[config.mk]
export PLATFORM = sky130hd
export DESIGN_NAME = nibble_assembler_4to1_16
export DESIGN_NICKNAME = d
export VERILOG_FILES = /design/src/rtl/nibble_pkg.sv /design/src/rtl/nibble_assembler_4to1_16.sv
export SDC_FILE = /design/constraint.sdc
export NUM_CORES = 1
export LEC_CHECK = 0
export CAP_MARGIN = 20
export CORE_ASPECT_RATIO = 2
export CORE_MARGIN = 5
export CORE_UTILIZATION = 44
export CTS_CLUSTER_SIZE = 14
export DETAILED_ROUTE_END_ITERATION = 7
export GPL_TIMING_DRIVEN = 0
export PLACE_DENSITY = 0.77
export SLEW_MARGIN = 40
export SYNTH_ARGS = -nofsm -noshare
export SYNTH_HDL_FRONTEND = slang
export SYNTH_SLANG_ARGS = --single-unit
export TNS_END_PERCENT = 10
[constraint.sdc]
create_clock -name clk -period 1.78 [get_ports clk]
set_clock_uncertainty 0.2 [all_clocks]
set_input_delay 0.356 -clock clk [delete_from_list [all_inputs] [get_ports clk]]
set_output_delay 0.356 -clock clk [all_outputs]
set_load 0.01 [all_outputs]
[src/rtl/nibble_pkg.sv]
// Shared types and default sizing for the nibble assembler.
package nibble_pkg;

    localparam int unsigned DIG_W_DEF    = 4;
    localparam int unsigned N_DIGITS_DEF = 4;

    typedef enum logic {
        S_COLLECT = 1'b0,
        S_FULL    = 1'b1
    } asm_state_t;

endpackage

[src/rtl/nibble_assembler_4to1_16.sv]
// Assembles N_DIGITS digits (MS digit first) into one word, handed off over valid/ready.
// Optional feature: define DIGIT_BACKSPACE_EN to add the del (backspace) input.
module nibble_assembler_4to1_16
    import nibble_pkg::*;
#(
    parameter int unsigned N_DIGITS = N_DIGITS_DEF,
    parameter int unsigned DIG_W    = DIG_W_DEF,
    localparam int unsigned WORD_W  = N_DIGITS * DIG_W,
    localparam int unsigned CNT_W   = $clog2(N_DIGITS + 1)
) (
    input  logic              clk,
    input  logic              reset,
    input  logic              clear,
    input  logic [DIG_W-1:0]  nibble_in,
    input  logic              nibble_valid,
    output logic              nibble_ready,
    output logic [WORD_W-1:0] word_out,
    output logic              word_valid,
    input  logic              word_ready,
    output logic [WORD_W-1:0] partial_word,
`ifdef DIGIT_BACKSPACE_EN
    input  logic              del,
`endif
    output logic [CNT_W-1:0]  digit_count
);

    asm_state_t        state, state_nxt;
    logic [WORD_W-1:0] shift_reg, shift_nxt;
    logic [WORD_W-1:0] word_reg, word_nxt;
    logic [CNT_W-1:0]  cnt_reg, cnt_nxt;
    logic              valid_reg, valid_nxt;
    logic              take;

    // State and datapath registers
    always_ff @(posedge clk) begin
        if (reset) begin
            state     <= S_COLLECT;
            shift_reg <= '0;
            word_reg  <= '0;
            cnt_reg   <= '0;
            valid_reg <= 1'b0;
        end else begin
            state     <= state_nxt;
            shift_reg <= shift_nxt;
            word_reg  <= word_nxt;
            cnt_reg   <= cnt_nxt;
            valid_reg <= valid_nxt;
        end
    end

    // Next-state and datapath update; clear aborts the entry from any state
    always_comb begin
        state_nxt = state;
        shift_nxt = shift_reg;
        word_nxt  = word_reg;
        cnt_nxt   = cnt_reg;
        valid_nxt = valid_reg;
        take      = nibble_valid & nibble_ready;
        if (clear) begin
            state_nxt = S_COLLECT;
            shift_nxt = '0;
            cnt_nxt   = '0;
            valid_nxt = 1'b0;
        end else begin
            case (state)
                S_COLLECT: begin
`ifdef DIGIT_BACKSPACE_EN
                    if (del && cnt_reg != '0) begin
                        shift_nxt = shift_reg >> DIG_W;
                        cnt_nxt   = cnt_reg - CNT_W'(1);
                    end
`endif
                    // del blocks nibble_ready, so take and backspace never coincide
                    if (take) begin
                        shift_nxt = {shift_reg[WORD_W-DIG_W-1:0], nibble_in};
                        if (cnt_reg != CNT_W'(N_DIGITS))
                            cnt_nxt = cnt_reg + CNT_W'(1);
                        if (cnt_reg == CNT_W'(N_DIGITS - 1)) begin
                            word_nxt  = shift_nxt;
                            state_nxt = S_FULL;
                            valid_nxt = 1'b1;
                        end
                    end
                end
                S_FULL: begin
                    if (valid_reg && word_ready) begin
                        state_nxt = S_COLLECT;
                        shift_nxt = '0;
                        cnt_nxt   = '0;
                        valid_nxt = 1'b0;
                    end
                end
                default: state_nxt = S_COLLECT;
            endcase
        end
    end

    // Outputs
    always_comb begin
        nibble_ready = (state == S_COLLECT) & ~clear;
`ifdef DIGIT_BACKSPACE_EN
        nibble_ready = nibble_ready & ~del;
`endif
        word_out     = word_reg;
        word_valid   = valid_reg;
        partial_word = shift_reg;
        digit_count  = cnt_reg;
    end

endmodule

After elaboration in Yosys (flattened, before gate mapping) --
Cells that the tools add are included.
Word-level totals: word-level logic and storage cells 37, output and inout port bits 37, bits in registers 37, input port bits 9
Cells by class: muxes and demuxes 15, add/sub/neg operators 1, bitwise logic cells 4, eq/ne operators 6, reductions and logical operators 6
Operators by type and width (number):
- 2-to-1 mux 16 bit | 2
- case mux 16 bit (2 select lines) | 1
- 2-to-1 mux 3 bit | 3
- 2-to-1 mux 1 bit | 6
- != test 2 bit, second input constant | 3
- case mux 3 bit (2 select lines) | 1
- AND reduction 3 bit | 2
- case mux 1 bit (2 select lines) | 2
- AND reduction 4 bit | 1
- adder 3 x 1 -> 3 bit, second input constant | 1
- == test 3 x 2 -> 1 bit, second input constant | 1
- != test 3 bit, second input constant | 1
- bitwise AND 1 bit | 2
- != test 2 x 1 -> 1 bit, second input constant | 1
- inverter 1 bit | 2
- AND reduction 2 bit | 1
- OR reduction 2 bit | 1
- logical AND 1 bit | 1

Longest topological paths before layout --
Gate-level depths: netlist of run 1.
depth after elaboration 5, depth in mapped cells 7, depth with buffers taken out 5

Worst setup path before layout of run 1 --
OpenSTA, ideal clock, no wires.
kind register to register, start point register cnt_reg[0], in the netlist digit_count[0], end point register word_reg[10], in the netlist word_out[10], stages on the path, launching flop included 8, setup time 0.132 ns, path buffers 2, period minus slack after synthesis 1.621 ns, slack 0.159 ns, data arrival time 1.289 ns, data required time 1.448 ns, cells stage by stage dfxtp_1 ha_1 ha_1 and4bb_1 buf_4 buf_6 nand2_1 a21oi_1
Between the ends: longest elaborated chain between the ends 2
RTL lines:
- start: declaration | line nibble_assembler_4to1_16.sv:30 | logic [CNT_W-1:0] cnt_reg, cnt_nxt;
- start signal: assignment | line nibble_assembler_4to1_16.sv:46 | cnt_reg <= cnt_nxt;
- == test 3 x 2 -> 1 bit | line nibble_assembler_4to1_16.sv:78 | if (cnt_reg == CNT_W'(N_DIGITS - 1)) begin
- AND reduction 4 bit (no line)
- end signal: assignment | line nibble_assembler_4to1_16.sv:45 | word_reg <= word_nxt;
- end: declaration | line nibble_assembler_4to1_16.sv:29 | logic [WORD_W-1:0] word_reg, word_nxt;
No other way between the ends. A chain may end at the register's enable or synchronous reset.

Worst setup path after layout of run 1 --
start point register shift_reg[14], in the netlist partial_word[14], end point output port partial_word[14]
RTL lines:
- start: declaration | line nibble_assembler_4to1_16.sv:28 | logic [WORD_W-1:0] shift_reg, shift_nxt;
- start signal: assignment | line nibble_assembler_4to1_16.sv:44 | shift_reg <= shift_nxt;
- end: declaration | line nibble_assembler_4to1_16.sv:20 | output logic [WORD_W-1:0] partial_word,
No word-level cell between the ends.

==> results of run 1 <==
cells in the final DEF, fill, tap and decap left out:
master	synthesis	layout
nand2b_1	1	1
nor2_1	1	1
clkbuf_8	0	5
and3_1	1	1
buf_2	2	1
nor2_4	1	1
clkbuf_2	1	1
inv_1	3	3
clkdlybuf4s50_1	0	27
nand4bb_1	1	1
a22o_1	16	16
nor4b_4	1	1
buf_6	6	7
a21oi_1	18	18
clkinv_2	0	2
buf_4	1	2
clkbuf_1	1	1
nand2_1	37	37
mux2i_1	3	3
nand3_1	5	5
dfxtp_2	0	5
nor3_1	2	2
ha_1	3	3
dlygate4sd2_1	0	13
and4bb_1	1	1
or3_1	1	1
dfxtp_1	37	32
dlymetal6s2s_1	0	4
cell families after synthesis:
group,count (synthesis)
AO/OA/AOI/OAI,34
adder cells (fa/ha/maj),3
buffers and inverters,14
flip-flops,37
multiplexers,3
AND/OR/NAND/NOR,52
metal layers:
layer	up-vias	GRT usage, %
met3	4	4.305
met5	-	0
li1	591	-
met2	39	28.40
met4	0	7.877
met1	565	16.42
flip-flops by register name (all words and copies together) (netlist names):
register and cells:
partial_word 16, digit_count 3, state 1, word_valid 1, word_out 16
through the flow:
| step | hold slack (ps) | util (%) | setup TNS [ps] | setup slack [ps] |
|---|---|---|---|---|
| floorplan | 280.5 | - | 0 | 158.9 |
| global placement | 240.1 | 60.18 | -3952 | -200.5 |
| detailed placement | 246.8 | 60.18 | -5076 | -275.8 |
| CTS | 83.99 | 62.43 | 0 | 1.940 |
| global route | 89.63 | 63.15 | 0 | 2.444 |
| finish | 92.53 | 63.15 | 0 | 30.30 |
cell type report:
type                       instances  area, um^2  share of cell area, %
sequential                        37       747.0                  37.90
buffer                            11       103.9                  5.270
inverter                           3       11.26                 0.5714
clock buffer                       6       72.57                  3.683
timing repair buffer              44       434.2                  22.03
multi-input combinational         92       553.0                  28.06
tap                               31       38.79                  1.968
clock inverter                     2       10.01                 0.5079
power by group through the flow:
stage	combinational, mW	sequential, mW	clock (mW)
6_report	0.0780	0.839	0.549
5_1_grt	0.0839	0.838	0.610
4_1_cts	0.0783	0.838	0.562
3_5_place_dp	0.0815	0.857	0
3_3_place_gp	0.0799	0.857	0
2_1_floorplan	0.0389	0.858	0
final timing paths:
check / slack [ps] / depth (start not counted) / start / endpoint
setup / recovery: 30 / 1 / partial_word[14] / partial_word[14]
hold / removal: 90 / 2 / clear / state
setup reg to reg: 120 / 7 / digit_count[0] / word_out[6]
hold reg to reg: 260 / 2 / word_out[12] / word_out[12]
==> impl_results.md, run 1 <==
- Distinct cells, synth: 22
- Reg power frac: 57.2%
- Layout cell share with drive strength beyond 1: 12.82%
- Clock sinks: 37
- Peak Freq: 0.5715 GHz
- DR DRC count: 0
- Clock tree buffer depth: 2
- Post-Layout Cell Count: 226
- Crit. End Element: output port
- Max incr delay on CP: 550 ps
- Headroom to the max-slew limit: 69.92%
- Netlist Area Pre-Place: 1399 um^2
- Setup violators final: 0
- Switching power: 0.3223 mW
- Most frequent cells after synthesis: dfxtp_1 (37), nand2_1 (37), a21oi_1 (18)
- DIE HEIGHT: 89.74 um
- Multiplexer area fraction after synthesis: 2.147%
- CTS tree: built
- Slowest-stage cell, CP: clkdlybuf4s50_1
- Grt total ovfl: 0
- Global-route wire length before repair: 5720 um
- Post-placement cell area: 1878 um^2
- Hold Vio Cnt, Final: 0
- Placed wire-length estimate: 2666 um
- Antenna violations before repair: 0
- Worst-Margin Slew: 449.4 ps
- Resize count post-CTS: 16
- Ranking of synthesized cells by area: dfxtp_1 (53%), a22o_1 (10%), nand2_1 (9.9%)
- Fin. max-slew vios: 0
- Comb pwr share: 5.3%
- H-tree depth: 2
- Final WL: 3426 um
- WP buf/inv: 1
- Site Rows: 29
- Via/cell ratio: 5.305
- Ys async rst share: 0%
- M1 wire length: 1277 um
- Die Area: 4475 um^2
- Core area: 3120 um^2
- Reg clk slew, reported paths: 70 ps
- Power, Total: 1.465 mW
- XOR/XNOR share of the synthesized area: 0%
- Area leader, netlist: dfxtp_1
- CTS Buf Count: 5
- Max-cap violation count: 0
- Root buffer cell: clkbuf_8
- Setup CP Type: reg -> out
- Crit-path max FO: 2
- IO Pins: 46
- Final #Nets: 206
- Ys flop type: dfxtp_1
- Ys Warns: 0
- Skew-Pair Late Insertion Delay: 280 ps
- Wirelength per Cell: 15.16 um
- Critical path arrival: 1190 ps
- Total GRT Usage: 16.01%
- Main combinational cell family by area after synthesis: simple AND/OR/NAND/NOR gates
- # diodes: 0
- Int Pwr: 1.143 mW
- Detailed Routing Iterations Pass 1: 4
- Cell family with most CP delay: buffers and inverters
- Crit-path cells: clkdlybuf4s50_1
- Detailed Route Iter0 Violations: 24
- Syn Nets: 155
- Seq/Total Area, Yosys: 52.95%
- Met2 WL: 1907 um
- Antenna-violating nets left: 0
- Required @ worst endpoint: 1220 ps
- Largest net degree at the start of global routing: 12
- Cell Count Post-Placement: 218
- Mapped Cells: 143
- Synth Area in Compound Gates: 16.46%
- Startpoint Class: flip-flop
- Syn Area/Cell: 9.782 um^2
- Filler cell count: 277
- Static leakage: 0.8569 nW
- Final min period: 1750 ps
- Synth Area in Simple Gates: 18.25%
- Worst hold path type: in -> reg
- Number of synthesized flops with an enable pin: 0
- Synth Area in Adders: 2.683%
- RSZ-0062 raised after global routing: no
- Synth top area share: 52.95%
- Power Density: 743.6 nW/um^2
- GP Congestion: 0.8530
- Initial core utilization: 44.83%
- Post-route cell area: 1971 um^2
- Postcts setup bufs: 0
- Vias in the first global route: 1,215
- DR top layer: met4
- Worst VDD drop: 0.6525 mV
- Die Width: 49.87 um
- P&R area growth vs syn: 40.88%
- Switching share of total power: 21.99%
- Routed met3 length: 186 um
- Count of state elements after synthesis: 37
- Status: completed
- Vias post-DR: 1,199
- Clock power share: 37.4%
- Final period utilization: 98.30%
- Hold buffer count at CTS: 0
- Port bufs: 44
Power figures use the tool's default switching activity.
==> run 2, diff against run 1 <==
--- a/config.mk
+++ b/config.mk
@@ -8,11 +8,12 @@
 export CAP_MARGIN = 20
 export CORE_ASPECT_RATIO = 2
 export CORE_MARGIN = 5
-export CORE_UTILIZATION = 44
+export CORE_UTILIZATION = 50
 export CTS_CLUSTER_SIZE = 14
 export DETAILED_ROUTE_END_ITERATION = 7
+export DONT_BUFFER_PORTS = 1
 export GPL_TIMING_DRIVEN = 0
-export PLACE_DENSITY = 0.77
+export PLACE_DENSITY = 0.65
 export SLEW_MARGIN = 40
 export SYNTH_ARGS = -nofsm -noshare
 export SYNTH_HDL_FRONTEND = slang
==> run 2 against run 1 <==
  * Sequential cell count did not move
  * Sequential power barely moved
  * Final cell count fell by 19%
  * Largest power group unchanged
  * Highest routed layer unchanged
==> impl_results.md, run 2 (synthesis results as in run 1) <==
- WHS Path Cells: 2
- Vias in the first global route: 1,112
- Reg clk slew, reported paths: 70 ps
- Startpoint Class: flip-flop
- RSZ-0062 raised after global routing: no
- Final WL: 3182 um
- Static leakage: 0.5894 nW
- Vias post-DR: 1,058
- # diodes: 0
- Die Area: 4020 um^2
- Antenna violations before repair: 0
- Worst hold path type: in -> reg
- H-tree depth: 2
- Detailed Routing Iterations Pass 1: 4
- Global-route wire length before repair: 5181 um
- Clock tree buffer depth: 2
- Post-layout util: 58.66%
- Antenna-violating nets left: 0
- R2R depth: 6
- IO Pins: 46
- Critical path arrival: 1580 ps
- DR DRC count: 0
- Hold Crit Start: nibble_in[0]
- FF-to-FF Start: digit_count[0]
- Initial core utilization: 51.12%
- Most common cell after layout, fill and taps aside: nand2_1
- Worst VDD drop: 0.7111 mV
- CTS Buf Count: 5
- Fin. max-slew vios: 0
- Power, Total: 1.640 mW
- Final #Nets: 165
- CTS tree: built
- Grt total ovfl: 0
- Worst-Margin Slew: 464.4 ps
- Skew-Pair Late Insertion Delay: 280 ps
- Root buffer cell: clkbuf_8
- Detailed Route Iter0 Violations: 21
- GP Congestion: 0.7199
- Port bufs: 0
- Placed wire-length estimate: 2445 um
- Total GRT Usage: 17.66%
- Layout cell share with drive strength beyond 1: 13.64%
- Wirelength per Cell: 17.39 um
- Max-cap violation count: 0
- Status: completed
- P&R area growth vs syn: 14.76%
- Site Rows: 27
- Peak Freq: 0.6235 GHz
- Setup violators final: 0
- Required @ worst endpoint: 1750 ps
- Reg-to-reg setup timing slack: 180 ps
- Postcts setup bufs: 0
- Via/cell ratio: 5.781
- Largest net degree at the start of global routing: 12
- DIE HEIGHT: 84.80 um
- Commonest non-fill, non-tap cells in the layout: nand2_1 (37), dfxtp_1 (35), a21oi_1 (17), a22o_1 (16)
- Filler cell count: 249
- Core area: 2736 um^2
- Setup CP Type: reg -> reg
- Hold Vio Cnt, Final: 0
- Power Density: 1021 nW/um^2
- Clock sinks: 37
- WHS Endpoint: word_out[0]
- Crit-path max FO: 18
- Headroom to the max-slew limit: 69.04%
- Die Width: 47.40 um
- Reg2reg end: word_valid
- Final min period: 1604 ps
- Final period utilization: 90.11%
- Crit. End Element: flip-flop
[run 2: how the worst max path moves through the flow]
stage / start / end / cells after the start
6_report: digit_count[0] / word_valid / 6
5_1_grt: digit_count[0] / word_out[4] / 6
4_1_cts: digit_count[0] / word_out[6] / 7
3_5_place_dp: digit_count[0] / word_out[6] / 7
3_3_place_gp: digit_count[0] / word_out[5] / 7
2_1_floorplan: digit_count[0] / word_out[10] / 7
[run 2: final cells by class]
type | instances | area, um^2 | share of cell area, %
Sequential cell | 37 | 748.2 | 46.61
Multi-Input combinational cell | 92 | 559.3 | 34.84
Clock buffer | 7 | 86.33 | 5.378
Buffer | 9 | 83.83 | 5.222
Timing Repair Buffer | 5 | 50.05 | 3.118
Tap cell | 29 | 36.28 | 2.260
Clock inverter | 1 | 30.03 | 1.871
Inverter | 3 | 11.26 | 0.7015
[run 2: worst max-delay path, stage by stage, from the launching register on]
cell	delay, ps
dfxtp_4	370
ha_2	190
ha_1	190
and4bb_1	210
buf_6	160
a21oi_1	120
nor3_1	60
[run 2: routing by layer]
metal	global-route usage [%]	wire (um)	vias up
met2	29.71	1772	43
met3	7.296	288	5
li1	-	-	512
met4	7.305	57	0
met5	0	0	-
met1	17.98	1063	498
[run 2: what timing repair did]
| action | in CTS | in global routing |
|---|---|---|
| hold endpoints to repair | 3 | 2 |
| setup endpoints to repair | 10 | 10 |
| resized for setup | 3 | 7 |
| hold buffers | 3 | 2 |
[run 2: report_power, final]
part	internal [mW]	switching (mW)	total [mW]	leakage (nW)
Clock	0.457	0.288	0.745	0.0585
Sequential	0.830	0.00886	0.839	0.300
Combinational	0.0272	0.0290	0.0562	0.231
[run 2: stage by stage]
stage / cell area (um^2) / instances / setup TNS, ps / worst slack (ps) / hold WS [ps]
after floorplan: 1399 / 143 / 0 / 158.9 / 280.5
after global placement: 1435 / 172 / 0 / 22.89 / 290.3
after detailed placement: 1435 / 172 / -376.9 / -52.24 / 294.7
after CTS: 1587 / 183 / 0 / 19.45 / 2.248
after global routing: 1605 / 183 / 0 / 33.79 / 1.378
final: 1605 / 183 / 0 / 176.0 / 4.352
